<file path="src/rtl/duty_ramp_ctrl.sv">
// Rate-limited duty driver for pwm_alu: steps duty_out by +/-1 toward a latched target, only at PWM-period boundaries.
// Optional RAMP_RETARGET_EN: targets are also accepted mid-ramp and the ramp re-aims (possibly reversing).
module duty_ramp_ctrl #(
  parameter int WIDTH        = 4,
  parameter int PERIOD       = 16,
  parameter int STEP_PERIODS = 2
) (
  input  logic             clk,
  input  logic             rst,
  input  logic             tgt_valid,
  output logic             tgt_ready,
  input  logic [WIDTH-1:0] tgt_data,
  output logic [WIDTH-1:0] duty_out,
  output logic             busy,
  output logic             at_target
);

  localparam int PW = (PERIOD > 1) ? $clog2(PERIOD) : 1;
  localparam int SW = (STEP_PERIODS > 1) ? $clog2(STEP_PERIODS) : 1;

  typedef enum logic {IDLE = 1'b0, RAMP = 1'b1} state_t;

  state_t           state_q, state_d;
  logic [WIDTH-1:0] duty_q, duty_d;
  logic [WIDTH-1:0] target_q, target_d;
  logic [PW-1:0]    period_cnt_q, period_cnt_d;
  logic [SW-1:0]    step_cnt_q, step_cnt_d;
  logic [WIDTH-1:0] tgt_eff;
  logic             accept;

  // Handshake outputs decode from state only, so ready never depends on valid.
`ifdef RAMP_RETARGET_EN
  assign tgt_ready = 1'b1;
`else
  assign tgt_ready = (state_q == IDLE);
`endif
  assign busy      = (state_q == RAMP);
  assign at_target = (state_q == IDLE);
  assign duty_out  = duty_q;
  assign accept    = tgt_valid && tgt_ready;

  always_comb begin
    state_d      = state_q;
    duty_d       = duty_q;
    target_d     = target_q;
    period_cnt_d = period_cnt_q;
    step_cnt_d   = step_cnt_q;
    tgt_eff      = target_q;

    case (state_q)
      IDLE: begin
        period_cnt_d = '0;
        step_cnt_d   = '0;
        if (accept) begin
          target_d = tgt_data;
          if (tgt_data != duty_q) begin
            state_d = RAMP;
          end
        end
      end

      RAMP: begin
`ifdef RAMP_RETARGET_EN
        if (accept) begin
          target_d = tgt_data;
          tgt_eff  = tgt_data;
        end
`endif
        if (tgt_eff == duty_q) begin
          state_d      = IDLE;
          period_cnt_d = '0;
          step_cnt_d   = '0;
        end else if (period_cnt_q == PW'(PERIOD - 1)) begin
          // Period boundary: the only place duty_out may move.
          period_cnt_d = '0;
          if (step_cnt_q == SW'(STEP_PERIODS - 1)) begin
            step_cnt_d = '0;
            duty_d     = (tgt_eff > duty_q) ? duty_q + WIDTH'(1) : duty_q - WIDTH'(1);
            if (duty_d == tgt_eff) begin
              state_d = IDLE;
            end
          end else begin
            step_cnt_d = step_cnt_q + SW'(1);
          end
        end else begin
          period_cnt_d = period_cnt_q + PW'(1);
        end
      end

      default: state_d = IDLE;
    endcase
  end

  always_ff @(posedge clk or negedge rst) begin
    if (!rst) begin
      state_q      <= IDLE;
      duty_q       <= '0;
      target_q     <= '0;
      period_cnt_q <= '0;
      step_cnt_q   <= '0;
    end else begin
      state_q      <= state_d;
      duty_q       <= duty_d;
      target_q     <= target_d;
      period_cnt_q <= period_cnt_d;
      step_cnt_q   <= step_cnt_d;
    end
  end

endmodule

</file>
<file path="config.mk">
export PLATFORM = sky130hd
export DESIGN_NAME = duty_ramp_ctrl
export DESIGN_NICKNAME = d
export VERILOG_FILES = /design/src/rtl/duty_ramp_ctrl.sv
export SDC_FILE = /design/constraint.sdc
export NUM_CORES = 1
export LEC_CHECK = 0
export CORE_UTILIZATION = 40
export CTS_CLUSTER_SIZE = 20
export DETAILED_ROUTE_END_ITERATION = 16
export HOLD_SLACK_MARGIN = 0.05
export PLACE_DENSITY = 0.65
export REMOVE_ABC_BUFFERS = 1
export SYNTH_ARGS = -nofsm -noshare
export SYNTH_HDL_FRONTEND = slang
export SYNTH_SLANG_ARGS = --single-unit
</file>
<file path="constraint.sdc">
create_clock -name clk -period 2.7 [get_ports clk]
set_input_delay 0.27 -clock clk [delete_from_list [all_inputs] [get_ports clk]]
set_output_delay 0.27 -clock clk [all_outputs]
set_load 0.005 [all_outputs]
</file>
==> impl_metrics.ini, run 1 <==
[synthesis]
syn_area_um2 = 855
synth_area_leaders = dfrtp_1 41%, ha_1 10%, xnor2_1 10%
synth_seq_cells = 14
synthCells = 82
yosysTopAreaCellShare_pct = 41.0
syn_avg_cell_area_um2 = 10.4
synth_cell_types = 29
synth_warnings = 0
synth_top_cell_by_area = dfrtp_1
yosysSeqAreaShare_pct = 41.0

[route]
routed_wl_um = 1990
vias = 707
drc = 0
drt_iter0_drc = 15
ant_nets = 0
wl_per_cell_um = 14.1
vias_per_cell = 5.01
drt_pre_antenna_iters = 4

[die]
core-area_mm2 = 0.00198
initial_core_util_pct = 43.1
io_pins = 14
fp.dieH_um = 48.2
rows = 16
dieArea_mm2 = 0.00233
fp.dieW_um = 48.2

[clock_network]
cts_tree = yes
root_buffer = clkbuf_4
cts_htree_levels = 1
cts_buffers = 3
insertion_delay_ps = 290
clock_path_buffers = 2
path_clk_slew_ps = 90
clock-sinks = 14

[grt]
antenna_found_initial = 0
grt.total_usage_pct = 18.8
grt_pass1_wl_um = 2840
overflow = 0
grt_max_degree = 15
grt_pass1_vias = 594

[sta]
timing.fmax_ghz = 0.356
maxSlewHeadroom_pct = 55.8
period_needed_ps = 2810
hold_slack_ps = 372
worst_slew_pin_slew_ps = 660
hold_viol_final = 0
finalCritPeriodShare_pct = 104
setup_viol = 1
post-route-worst-setup-slack_ps = -106
slew_violations = 0
rsz0062_at_grt = yes
skew_ps = 3.68

[setup_path]
cp_top_family = simple AND/OR/NAND/NOR gates
cp.required_ps = 2870
critPathLaunchType = flop
critical_path_class = reg -> reg
critPathSlowestCell = or4_1
end_kind = flop
crit_fanout = 3
path_buf_inv = 1
cpPeakStageDelay_ps = 490
worstPathCellList = inv_2 > ha_4 > and2b_1 > o211ai_1 > nand2_1 > nand2_2 > ha_1 > a21o_1 > a21oi_2 > nand3b_1 > and4b_1 > or4_1
arrival_ps = 2980

[pwr]
internal-power_mw = 0.742
p_clk_share_pct = 13.5
power.density_mw_per_mm2 = 965
switchingPower_mw = 0.433
pwr-share-seq_pct = 27.3
leakage_nw = 0.540
p_sw_share_pct = 36.8
pwr-share-comb_pct = 59.1
ir_drop_mv = 0.704

[finish]
final_area_mm2 = 0.00122
diodes = 0
fin_util_pct = 61.4
fin_nets = 130
syn_to_final_growth_pct = 42.5
drive_above_1_share_pct = 29.8

[placed_design]
dpl.hpwl_um = 1400
portBuffers = 13
pre_cts_ws_ps = -178
placedInstanceArea_mm2 = 0.00110
place_congestion = 0.848

[run_status]
violations = setup timing
outcome = finished with violations

[min_path]
min_path_type = in -> async

[run]
cap_violations = 0
## cells by family (layout without fill, tap and decap cells)
kind of cell               count (synthesis)  count (layout)  synth area share, %
adders and majority gates                  8               8                 12.6
xor gates and xnor gates                  13              13                 13.3
buffers and inverters                      9              41                 4.39
DFF                                       14              14                 41.0
AOI/OAI and AO/OA                         12              12                 9.37
and+or+nand+nor                           22              22                 14.1
muxes                                      4               4                 5.27
## per-layer routing
metal	up-vias	GRT usage (%)	part of all wire, %
li1	353	-	-
met1	338	23.7	47
met2	14	29.6	48
met3	2	6.67	4.1
met4	0	6.67	1.1
met5	-	0	0
## repair_timing
action	in CTS	in global routing
endpoints found under the setup margin	1	2
gates resized for setup	5	4
pin swaps	8	7
buffers inserted	2	2
cloned	0	0
hold buffers	0	0
## layout make-up
class | instances | area (µm²)
fill | 155 | 764
sequential | 14 | 350
tap | 27 | 33.8
inverter | 7 | 26.3
clock buffer | 4 | 36.3
multi-input combinational | 59 | 513
timing repair buffer | 30 | 258
## power groups by stage
stage / registers (mW) / logic (mW) / clock network [mW]
final: 0.321 / 0.695 / 0.159
after global routing: 0.327 / 0.765 / 0.168
after CTS: 0.318 / 0.634 / 0.162
after detailed placement: 0.326 / 0.567 / 0
after global placement: 0.324 / 0.554 / 0
after floorplan: 0.319 / 0.347 / 0
## flip-flops by register name, indices dropped and copies added (netlist names)
register      count
duty_out          4
step_cnt_q        1
period_cnt_q      4
target_q          4
busy              1
## metrics by stage
stage / setup TNS, ps / total power, mW / std cells
floorplan: -95.3 / 0.666 / 80
global placement: -131 / 0.878 / 133
detailed placement: -178 / 0.894 / 133
CTS: -73.9 / 1.11 / 139
global route: -234 / 1.26 / 141
finish: -106 / 1.18 / 141
## cells in the mapped netlist
cell	n
and2b_1	1
a21oi_1	3
and3_1	2
a211o_1	1
fa_1	1
nand3_1	1
a21o_1	1
buf_4	1
nor3_1	3
a211oi_1	1
clkbuf_1	1
nor2_1	3
nand3b_1	1
inv_1	7
xnor2_1	10
dfrtp_1	14
o211ai_1	1
ha_1	7
o2111ai_1	1
xor2_1	3
a41oi_1	1
nand4_1	2
mux2_2	4
and4_1	1
a31oi_1	1
nand2_1	6
and4b_1	1
or4_1	1
o21ai_0	2
## placed cells by master, fill, tap and decap left out, drive strengths merged, types with 2 or more instances in the layout
| master | n |
|---|---|
| xnor2 | 10 |
| a21oi | 3 |
| xor2 | 3 |
| mux2 | 4 |
| ha | 7 |
| clkdlybuf4s50 | 13 |
| nand2 | 6 |
| dfrtp | 14 |
| clkbuf | 4 |
| nor3 | 3 |
| nand4 | 2 |
| nor2 | 3 |
| buf | 17 |
| inv | 7 |
| o21ai | 2 |
| and3 | 2 |
## worst paths after layout
| path | from | to | slack [ps] | cells after the start |
|---|---|---|---|---|
| min in group clk | period_cnt_q[0] | period_cnt_q[0] | 490 | 1 |
| worst max register to register | duty_out[1] | busy | -110 | 12 |
| worst max-delay path | duty_out[1] | busy | -110 | 12 |
| max in group asynchronous | rst | duty_out[1] | 1900 | 1 |
| worst min-delay path | rst | period_cnt_q[2] | 370 | 1 |
| worst min register to register | period_cnt_q[0] | period_cnt_q[0] | 490 | 1 |
(Power assumes the default switching activity.)
==> inputs of run 2 (changes only) <==
- RECOVER_POWER: unset -> 100
- SKIP_LAST_GASP: unset -> 1
==> impl_metrics.ini, run 2 (same netlist as run 1, synthesis figures left out) <==
[run_status]
outcome = finished with violations
violations = setup timing

[clock_network]
clock-sinks = 14
cts_tree = yes
insertion_delay_ps = 290
path_clk_slew_ps = 90
cts_htree_levels = 1
cts_buffers = 3
root_buffer = clkbuf_4
clock_path_buffers = 2

[setup_path]
end_kind = flop
arrival_ps = 2980
reg2reg_slack_ps = -110
crit_fanout = 3
worst_r2r_path_depth = 12
critPathLaunchType = flop
timing.rr.end = busy
critical_path_class = reg -> reg
r2r_start = duty_out[1]
cp.required_ps = 2870

[sta]
maxSlewHeadroom_pct = 55.4
worst_slew_pin_slew_ps = 667
hold_viol_final = 0
period_needed_ps = 2810
finalCritPeriodShare_pct = 104
timing.fmax_ghz = 0.356
rsz0062_at_grt = yes
post-route-worst-setup-slack_ps = -106
skew_ps = 3.68
setup_viol = 1
hold_slack_ps = 441
slew_violations = 0

[die]
initial_core_util_pct = 43.1
fp.dieH_um = 48.2
core-area_mm2 = 0.00198
rows = 16
dieArea_mm2 = 0.00233
fp.dieW_um = 48.2
io_pins = 14

[route]
vias_per_cell = 5.01
ant_nets = 0
routed_wl_um = 1990
drc = 0
vias = 707
wl_per_cell_um = 14.1
drt_pre_antenna_iters = 4
drt_iter0_drc = 15

[pwr]
p_clk_share_pct = 13.6
ir_drop_mv = 0.704
internal-power_mw = 0.742
pwr-share-comb_pct = 59.1
power_mw = 1.18
power.density_mw_per_mm2 = 965
p_sw_share_pct = 36.8
switchingPower_mw = 0.433
leakage_nw = 0.540
pwr-share-seq_pct = 27.3

[grt]
grt_pass1_wl_um = 2840
antenna_found_initial = 0
overflow = 0
grt_max_degree = 15
grt.total_usage_pct = 18.8
grt_pass1_vias = 594

[finish]
drive_above_1_share_pct = 29.8
most-common-layout-cells = 17 x buf_4, 14 x dfrtp_1, 12 x clkdlybuf4s50_1
fin_util_pct = 61.4
final_area_mm2 = 0.00122
syn_to_final_growth_pct = 42.5
fin_nets = 130
mostFrequentLayoutCell = buf_4
diodes = 0

[run]
cap_violations = 0

[placed_design]
placedInstanceArea_mm2 = 0.00110
portBuffers = 13
pre_cts_ws_ps = -178
dpl.hpwl_um = 1400
place_congestion = 0.848

[min_path]
min_path_type = in -> async
[run 2: cell count changes in the layout (fill, tap and decap cells not counted)]
cell,before,now
clkdlybuf4s50_1,13,12
dlygate4sd3_1,0,1
[run 2: repair_timing]
item,in CTS,in global routing
hold buffers,0,0
gates resized for setup,5,4
gates cloned,0,0
hold endpoints to repair,0,0
setup buffers,2,2
pin swaps,8,7
endpoints found under the setup margin,1,2
[run 2: worst max path at each step]
| stage | cells past startpoint | slack, ps | startpoint | to |
|---|---|---|---|---|
| final | 12 | -110 | duty_out[1] | busy |
| after global routing | 12 | -230 | duty_out[1] | busy |
| after CTS | 11 | -70 | target_q[1] | busy |
| after detailed placement | 12 | -180 | target_q[1] | busy |
| after global placement | 12 | -130 | target_q[1] | busy |
| after floorplan | 12 | -100 | duty_out[1] | busy |
[run 2: final cells by class]
cell class / instances / area (µm²)
Multi-Input combinational cell: 59 / 513
Clock buffer: 4 / 36.3
Sequential cell: 14 / 350
Tap cell: 27 / 33.8
Fill cell: 155 / 764
Timing Repair Buffer: 30 / 258
Inverter: 7 / 26.3
[run 2: critical path, stage by stage (launching register included)]
cell and delay (ps):
dfrtp_1 400, inv_2 80, ha_4 200, and2b_1 180, o211ai_1 220, nand2_1 90, nand2_2 110, ha_1 240
a21o_1 200, a21oi_2 170, nand3b_1 110, and4b_1 200, or4_1 490
[run 2: metal layers]
layer	track usage [%]	up-vias	wire length (µm)
met2	29.6	14	952
li1	-	353	-
met3	6.67	2	82
met1	23.7	338	932
met4	6.67	0	21
met5	0	-	0
[run 2: power by group through the flow]
stage                     clock [mW]  sequential [mW]  combinational (mW)
after floorplan                    0            0.319               0.347
after global placement             0            0.324               0.554
after detailed placement           0            0.326               0.567
after CTS                      0.162            0.318               0.634
after global routing           0.168            0.327               0.764
final                          0.159            0.321               0.695
[run 2: metrics by stage]
| stage | TNS [ps] | cells |
|---|---|---|
| 2_1_floorplan | -95.3 | 80 |
| 3_3_place_gp | -131 | 133 |
| 3_5_place_dp | -178 | 133 |
| 4_1_cts | -73.9 | 139 |
| 5_1_grt | -234 | 141 |
| 6_report | -106 | 141 |
